<file path="src/rtl/fifo_uart_tx.sv">
// ============================================================================
// fifo_uart_tx
//   Drains bytes from a synchronous FIFO and serializes them as async frames.
// Revision: 1.0
// ============================================================================
`default_nettype none

module fifo_uart_tx #(
  parameter int CLKS_PER_BIT = 16,
  parameter int STOP_BITS    = 1,
  parameter int PARITY_EN    = 0,
  parameter int PARITY_ODD   = 0
) (
  input  logic        clk,
  input  logic        reset,
  input  logic        enable,
  input  logic        fifo_empty,
  input  logic [7:0]  fifo_rdata,
  output logic        fifo_re,
  output logic        tx,
  output logic        busy,
  output logic [15:0] frames_sent
);

  localparam int                    c_baud_w    = $clog2(CLKS_PER_BIT);
  localparam logic [c_baud_w-1:0]   c_baud_last = c_baud_w'(CLKS_PER_BIT - 1);
  localparam logic                  c_stop_last = (STOP_BITS == 2);
  localparam logic                  c_par_en    = (PARITY_EN != 0);
  localparam logic                  c_par_odd   = (PARITY_ODD != 0);

  localparam logic [2:0] c_st_idle   = 3'd0;
  localparam logic [2:0] c_st_fetch  = 3'd1;
  localparam logic [2:0] c_st_load   = 3'd2;
  localparam logic [2:0] c_st_start  = 3'd3;
  localparam logic [2:0] c_st_data   = 3'd4;
  localparam logic [2:0] c_st_parity = 3'd5;
  localparam logic [2:0] c_st_stop   = 3'd6;

  logic [2:0]          r_state;
  logic [c_baud_w-1:0] r_baud;
  logic [2:0]          r_bit_idx;
  logic                r_stop_idx;
  logic [7:0]          r_shift;
  logic                r_tx;
  logic [15:0]         r_frames;

  logic [2:0]          w_state_next;
  logic [c_baud_w-1:0] w_baud_next;
  logic [2:0]          w_bit_idx_next;
  logic                w_stop_idx_next;
  logic                w_frame_done;
  logic                w_bit_end;
  logic                w_parity;
  logic                w_tx_next;
  logic                w_fifo_re;
  logic                w_busy;

  // State and datapath registers
  always_ff @(posedge clk) begin
    if (reset) begin
      r_state    <= c_st_idle;
      r_baud     <= '0;
      r_bit_idx  <= 3'd0;
      r_stop_idx <= 1'b0;
      r_shift    <= 8'h00;
      r_tx       <= 1'b1;
      r_frames   <= 16'h0000;
    end else begin
      r_state    <= w_state_next;
      r_baud     <= w_baud_next;
      r_bit_idx  <= w_bit_idx_next;
      r_stop_idx <= w_stop_idx_next;
      r_tx       <= w_tx_next;
      if (r_state == c_st_load) begin
        r_shift <= fifo_rdata;
      end
      if (w_frame_done) begin
        r_frames <= r_frames + 16'd1;
      end
    end
  end

  assign w_bit_end = (r_baud == c_baud_last);
  assign w_parity  = (^r_shift) ^ c_par_odd;

  // Next-state logic; the baud counter only runs inside a frame
  always_comb begin
    w_state_next    = r_state;
    w_baud_next     = '0;
    w_bit_idx_next  = r_bit_idx;
    w_stop_idx_next = r_stop_idx;
    w_frame_done    = 1'b0;
    case (r_state)
      c_st_idle: begin
        if (enable && !fifo_empty) begin
          w_state_next = c_st_fetch;
        end
      end
      c_st_fetch: begin
        w_state_next = c_st_load;
      end
      c_st_load: begin
        w_state_next    = c_st_start;
        w_bit_idx_next  = 3'd0;
        w_stop_idx_next = 1'b0;
      end
      c_st_start: begin
        w_baud_next = w_bit_end ? '0 : r_baud + 1'b1;
        if (w_bit_end) begin
          w_state_next   = c_st_data;
          w_bit_idx_next = 3'd0;
        end
      end
      c_st_data: begin
        w_baud_next = w_bit_end ? '0 : r_baud + 1'b1;
        if (w_bit_end) begin
          if (r_bit_idx == 3'd7) begin
            w_state_next    = c_par_en ? c_st_parity : c_st_stop;
            w_stop_idx_next = 1'b0;
          end else begin
            w_bit_idx_next = r_bit_idx + 3'd1;
          end
        end
      end
      c_st_parity: begin
        w_baud_next = w_bit_end ? '0 : r_baud + 1'b1;
        if (w_bit_end) begin
          w_state_next    = c_st_stop;
          w_stop_idx_next = 1'b0;
        end
      end
      c_st_stop: begin
        w_baud_next = w_bit_end ? '0 : r_baud + 1'b1;
        if (w_bit_end) begin
          if (r_stop_idx == c_stop_last) begin
            w_state_next = c_st_idle;
            w_frame_done = 1'b1;
          end else begin
            w_stop_idx_next = 1'b1;
          end
        end
      end
      default: begin
        w_state_next = c_st_idle;
      end
    endcase
  end

  // tx is registered from the upcoming state so the start bit lands at n+3
  always_comb begin
    w_tx_next = 1'b1;
    case (w_state_next)
      c_st_start:  w_tx_next = 1'b0;
      c_st_data:   w_tx_next = r_shift[w_bit_idx_next];
      c_st_parity: w_tx_next = w_parity;
      default:     w_tx_next = 1'b1;
    endcase
    w_fifo_re = (r_state == c_st_fetch);
    w_busy    = (r_state != c_st_idle);
  end

  assign fifo_re     = w_fifo_re;
  assign busy        = w_busy;
  assign tx          = r_tx;
  assign frames_sent = r_frames;

endmodule

`default_nettype wire

</file>
<file path="config.mk">
export PLATFORM = sky130hd
export DESIGN_NAME = fifo_uart_tx
export DESIGN_NICKNAME = d
export VERILOG_FILES = /design/src/rtl/fifo_uart_tx.sv
export SDC_FILE = /design/constraint.sdc
export NUM_CORES = 1
export LEC_CHECK = 0
export BUFFER_PORTS_ARGS = -buffer_cell sky130_fd_sc_hd__buf_4
export CELL_PAD_IN_SITES_DETAIL_PLACEMENT = 0
export CELL_PAD_IN_SITES_GLOBAL_PLACEMENT = 2
export CORE_MARGIN = 3
export CORE_UTILIZATION = 32
export DETAILED_ROUTE_END_ITERATION = 12
export PLACE_DENSITY_LB_ADDON = 0.1
export SYNTH_ARGS = -nofsm -noshare
export SYNTH_HDL_FRONTEND = slang
export SYNTH_SLANG_ARGS = --single-unit
</file>
<file path="constraint.sdc">
create_clock -name clk -period 2.81 [get_ports clk]
set_input_delay 0.4215 -clock clk [delete_from_list [all_inputs] [get_ports clk]]
set_output_delay 0.4215 -clock clk [all_outputs]
set_load 0.005 [all_outputs]
</file>
==> flow_summary.toml, run 1 <==
[timing]
period_needed_ns = 2.238
tightest_slew_ns = 0.4361
slew_headroom_pct = 70.89
finalHoldViolations = 0
fin_worst_skew_ns = 0.003817
rsz0062_at_grt = "false"
fin_crit_sh_pct = 79.66
setup_viol = 0
slew_viol_final = 0
setup_tns_ns = 0
fmax_mhz = 446.8

[final_layout]
diodes = 0
finalNetCount = 239
finalInstanceArea_sq_um = 2082
fillerInstances = 517
drive_above_1_share_pct = 21.33
synthToLayoutAreaGrowth_pct = 23.81

[die]
start_util_pct = 34.24
die_x_um = 78.49
ios = 31
die_area_sq_um = 6161
row_count = 25
core_area_sq_um = 4911
die_height_um = 78.49

[grt]
grt_pass1_vias = 1309
grt_first_pass_wirelength_mm = 6.210
grt_max_degree = 33
grt_usage_pct = 12.62
antenna_found_initial = 0
overflow = 0

[critical_path]
path_class = "reg2reg"
crit_fanout = 6
worstPathArrival_ns = 2.40
worstSetupStartpointType = "register"
cp.required_ns = 2.97
endpoint_kind = "register"

[synth]
yosysTopAreaCellShare_pct = 41.67
synth-edff-count = 0
syn_area_sq_um = 1682
synth_commonest_cells = "nor2_1, dfxtp_1, xor2_1"
async_flop_share_pct = 0
synthCells = 192
synth-seq-area-share_pct = 41.67
yosysMostFrequentCell = "nor2_1"
synthTopCellsByArea = "dfxtp_1, nor2_1, xor2_1"
synth_seq_cells = 35
ys.flop_type = "dfxtp_1"
syn_nets = 207
synth_top_area_cell = "dfxtp_1"
syn_area_per_cell_sq_um = 8.758
yosysWarningCount = 0
ys_types = 35

[cts]
cts.reportedPaths.clkPinSlew_ns = 0.07
ctsHoldBuffers = 0
clock_path_buffers = 2
clockRootBuffer = "clkbuf_8"
cts_buffers = 5
clk_latency_ns = 0.28
post_cts_buffers = 0
ctsResizeCount = 0
cts_tree = "done"
cts.sinks = 35
htreeDepth = 2

[detailed_routing]
firstDrtPassIters = 4
routedWlPerCell_um = 12.28
drtIter0Drc = 93
finalWirelength_mm = 3.587
ant_nets = 0
num_vias = 1405
drc = 0
vias_per_cell = 4.812

[power]
switching_share_pct = 25.37
power_density_nw_per_um2 = 531.7
leakage_nw = 0.8475
p_switching_mw = 0.2808
combPwrFrac_pct = 14.5
clkPwrFrac_pct = 36.2
peakVddDrop_uv = 311.8
seq_power_share_pct = 49.3
power.internal_mw = 0.8263

[run]
maxCapViolCount = 0

[place]
dpl.hpwl_mm = 2.607
gp_congestion = 0.7444
dpl_cell_area_sq_um = 1978
port_buffers = 30

[outcome]
status = "completed"

[hold_path]
hold_path_class = "in2reg"
[cell families (layout without fill, tap and decap cells)]
family | Yosys count | in the layout | share of synthesized area, %
AOI/OAI and AO/OA | 25 | 25 | 10.64
xor gates and xnor gates | 23 | 23 | 11.98
and+or+nand+nor | 82 | 82 | 22.92
adders and majority gates | 3 | 3 | 2.232
muxes | 13 | 13 | 8.036
DFF | 35 | 35 | 41.67
buffers and inverters | 11 | 44 | 2.529
[power groups by stage]
stage | clock network (mW) | registers (mW) | logic [mW]
after CTS | 0.418 | 0.546 | 0.163
after global routing | 0.438 | 0.550 | 0.177
after global placement | 0 | 0.555 | 0.161
after floorplan | 0 | 0.540 | 0.125
final | 0.400 | 0.546 | 0.160
after detailed placement | 0 | 0.557 | 0.162
[metal layers]
metal,up-vias,routed length [um],global-route usage [%]
met5,-,0,0
met4,0,41,4.196
met3,5,180,4.358
met2,31,1531,17.98
met1,648,1834,17.63
li1,721,-,-
[path summary, 6_finish.rpt]
check                                           from                       to  slack (ns)  cells past startpoint
worst min-delay path                   fifo_rdata[1]  r_shift[1]$_SDFFE_PP0P_        0.38                      3
worst min register to register  r_baud[0]$_SDFF_PP0_     r_baud[0]$_SDFF_PP0_        0.45                      1
worst max register to register  r_baud[0]$_SDFF_PP0_            tx$_SDFF_PP1_        0.57                      8
worst max-delay path            r_baud[0]$_SDFF_PP0_            tx$_SDFF_PP1_        0.57                      8
[through the flow]
| stage | total power [mW] | util [%] | cells | hold slack, ns | setup slack, ns |
|---|---|---|---|---|---|
| 6_report | 1.107 | 42.39 | 292 | 0.3772 | 0.5716 |
| 5_1_grt | 1.165 | 42.39 | 292 | 0.3678 | 0.3564 |
| 4_1_cts | 1.126 | 42.39 | 292 | 0.3668 | 0.5575 |
| 3_5_place_dp | 0.7189 | 40.28 | 284 | 0.4375 | 0.5876 |
| 3_3_place_gp | 0.7159 | 40.28 | 284 | 0.4306 | 0.6199 |
| 2_1_floorplan | 0.6656 | - | 192 | 0.4179 | 0.7995 |
[flip-flops by register name, summed over array words and instances, names as in the netlist]
name	cells
r_shift	8
r_bit_idx	3
frames_sent	16
tx	1
r_state	3
r_baud	4
[cell usage in the layout (no fill, tap or decap), drive strengths merged, types with 7 or more instances in the layout]
cell	n
mux2i	9
and3	8
nand2	12
dfxtp	35
nor2	38
xnor2	9
a21oi	8
xor2	14
buf	32
clkbuf	7
[worst max-delay path, cell delays in order (launching register included)]
cell and delay (ns):
dfxtp_1 0.33, ha_1 0.23, and3_1 0.25, o21ai_0 0.30
a22o_1 0.31, mux2_2 0.37, o22ai_1 0.17, a211o_1 0.12
a32oi_1 0.05
[cell type report]
cell class              instances  area [sq um]  share of cell area (%)
multi-input cells             146         938.4                   45.07
flip-flops and latches         35         700.7                   33.65
clock inverters                 1         7.507                  0.3606
repair buffers                 32         240.2                   11.54
well taps                      67         83.83                   4.026
inverters                       4         15.01                  0.7212
clock buffers                   7         96.34                   4.627
(Power assumes the default switching activity.)
==> run 2: changes to the inputs <==
clock period = 2.1 ns   (was 2.81 ns; I/O delays follow)
==> run 2 against run 1 <==
Net effect: register-to-register slack got worse by 0.49 ns; sequential share of layout area down 1.5 points; largest power group unchanged; final cell count increased by 3.4%; sequential power grew 33%; largest cell class unchanged; cell area is 5.4% higher; routed wire length is 6.7% higher; setup slack got worse by 0.49 ns; critical path depth unchanged; non-clock buffer count up 11.
==> flow_summary.toml, run 2 (synthesis results as in run 1) <==
[outcome]
status = "completed"

[final_layout]
diodes = 0
fillerInstances = 503
layout_common_cells = "buf_4, nor2_1, dfxtp_1, xor2_1, nand2_1"
final_common_cell = "buf_4"
drive_above_1_share_pct = 29.79
synthToLayoutAreaGrowth_pct = 30.51
finalNetCount = 250
largest_reg_flops = 16
utilization_pct = 44.69

[power]
peakVddDrop_uv = 380.8
clkPwrFrac_pct = 34.0
power.internal_mw = 1.085
finalPower_mw = 1.471
switching_share_pct = 26.19
combPwrFrac_pct = 16.7
p_switching_mw = 0.3851
leakage_nw = 0.9074
power_density_nw_per_um2 = 670.1
seq_power_share_pct = 49.3

[cts]
htreeDepth = 2
cts_tree = "done"
clock_path_buffers = 2
cts_buffers = 5
clockRootBuffer = "clkbuf_8"
ctsHoldBuffers = 0
cts.reportedPaths.clkPinSlew_ns = 0.07
clk_latency_ns = 0.29
cts.sinks = 35

[timing]
fmax_mhz = 495.5
tightest_slew_ns = 0.4010
fin_crit_sh_pct = 96.10
period_needed_ns = 2.018
slew_viol_final = 0
fin_worst_skew_ns = 0.003243
setup_viol = 0
slew_headroom_pct = 73.04
finalHoldViolations = 0

[critical_path]
reg2reg_slack_ns = 0.08
worstSetupStartpointType = "register"
path_class = "reg2reg"
cp.required_ns = 2.31
reg2reg_to = "tx$_SDFF_PP1_"
worstPathArrival_ns = 2.23
endpoint_kind = "register"
reg2reg_from = "r_baud[1]$_SDFF_PP0_"
r2r_cells = 8
crit_fanout = 6

[grt]
antenna_found_initial = 0
grt_max_degree = 33
overflow = 0
grt_first_pass_wirelength_mm = 6.348
grt_usage_pct = 13.02
grt_pass1_vias = 1381

[place]
dpl.hpwl_mm = 2.775
port_buffers = 30
gp_congestion = 0.8161

[detailed_routing]
firstDrtPassIters = 4
vias_per_cell = 4.828
finalWirelength_mm = 3.826
routedWlPerCell_um = 12.67
num_vias = 1458
drc = 0
ant_nets = 0
drtIter0Drc = 66

[hold_path]
hold_start = "fifo_rdata[1]"
worstHoldPathCells = 3
hold_path_class = "in2reg"
hold_path_end = "r_shift[1]$_SDFFE_PP0P_"

[die]
core_area_sq_um = 4911
die_area_sq_um = 6161
row_count = 25
die_height_um = 78.49
die_x_um = 78.49
ios = 31
start_util_pct = 34.24

[run]
maxCapViolCount = 0
## run 2: power by group through the flow
stage	registers, mW	logic [mW]	clock network (mW)
after floorplan	0.723	0.168	0
after global placement	0.738	0.239	0
after CTS	0.723	0.247	0.520
final	0.724	0.246	0.500
after detailed placement	0.738	0.245	0
after global routing	0.731	0.273	0.550
## run 2: timing repair
item	CTS	global route
resized for setup	3	14
pin swaps	0	4
endpoints found under the setup margin	1	4
setup buffers	0	2
## run 2: critical path: stages, from the launching register on
cell and delay, ns:
dfxtp_2 0.32, ha_2 0.20, and3_4 0.20, a31o_2 0.25, a22o_4 0.26, mux2_2 0.22
nor2_1 0.04, a211o_1 0.30, a32oi_1 0.14
## run 2: how the worst max path moves through the flow
stage / start / endpoint / slack (ns) / cells past startpoint
after floorplan: r_baud[0]$_SDFF_PP0_ / tx$_SDFF_PP1_ / 0.09 / 8
after global placement: r_baud[0]$_SDFF_PP0_ / tx$_SDFF_PP1_ / 0.01 / 8
after detailed placement: r_baud[0]$_SDFF_PP0_ / tx$_SDFF_PP1_ / -0.04 / 8
after CTS: r_baud[1]$_SDFF_PP0_ / tx$_SDFF_PP1_ / 0.01 / 8
after global routing: r_baud[0]$_SDFF_PP0_ / frames_sent[7]$_SDFFE_PP0P_ / -0.01 / 7
final: r_baud[1]$_SDFF_PP0_ / tx$_SDFF_PP1_ / 0.08 / 8
## run 2: layout make-up
cell class	count	area [sq um]	share of cell area, %
multi-input combinational	146	979.7	44.64
sequential	35	705.7	32.16
clock inverter	1	5.005	0.2281
clock buffer	6	82.58	3.763
inverter	4	15.01	0.6842
tap	67	83.83	3.820
timing repair buffer	43	322.8	14.71
## run 2: metal layers
| layer | routed length, um | GRT usage, % | vias up |
|---|---|---|---|
| li1 | - | - | 749 |
| met3 | 155 | 3.670 | 7 |
| met5 | 0 | 0 | - |
| met4 | 74 | 5.769 | 0 |
| met1 | 1860 | 16.06 | 677 |
| met2 | 1737 | 21.06 | 25 |
## run 2: metrics by stage
step           area [sq um]  setup WS, ns  setup TNS (ns)  hold WS, ns  std cells
6_report               2195       0.08182               0       0.2602        302
3_5_place_dp           2046      -0.04484        -0.04484       0.5018        293
2_1_floorplan          1682       0.08953               0       0.3981        192
5_1_grt                2195     -0.009685        -0.01640       0.2602        302
3_3_place_gp           2046       0.01345               0       0.4782        293
4_1_cts                2147       0.01075               0       0.2512        300
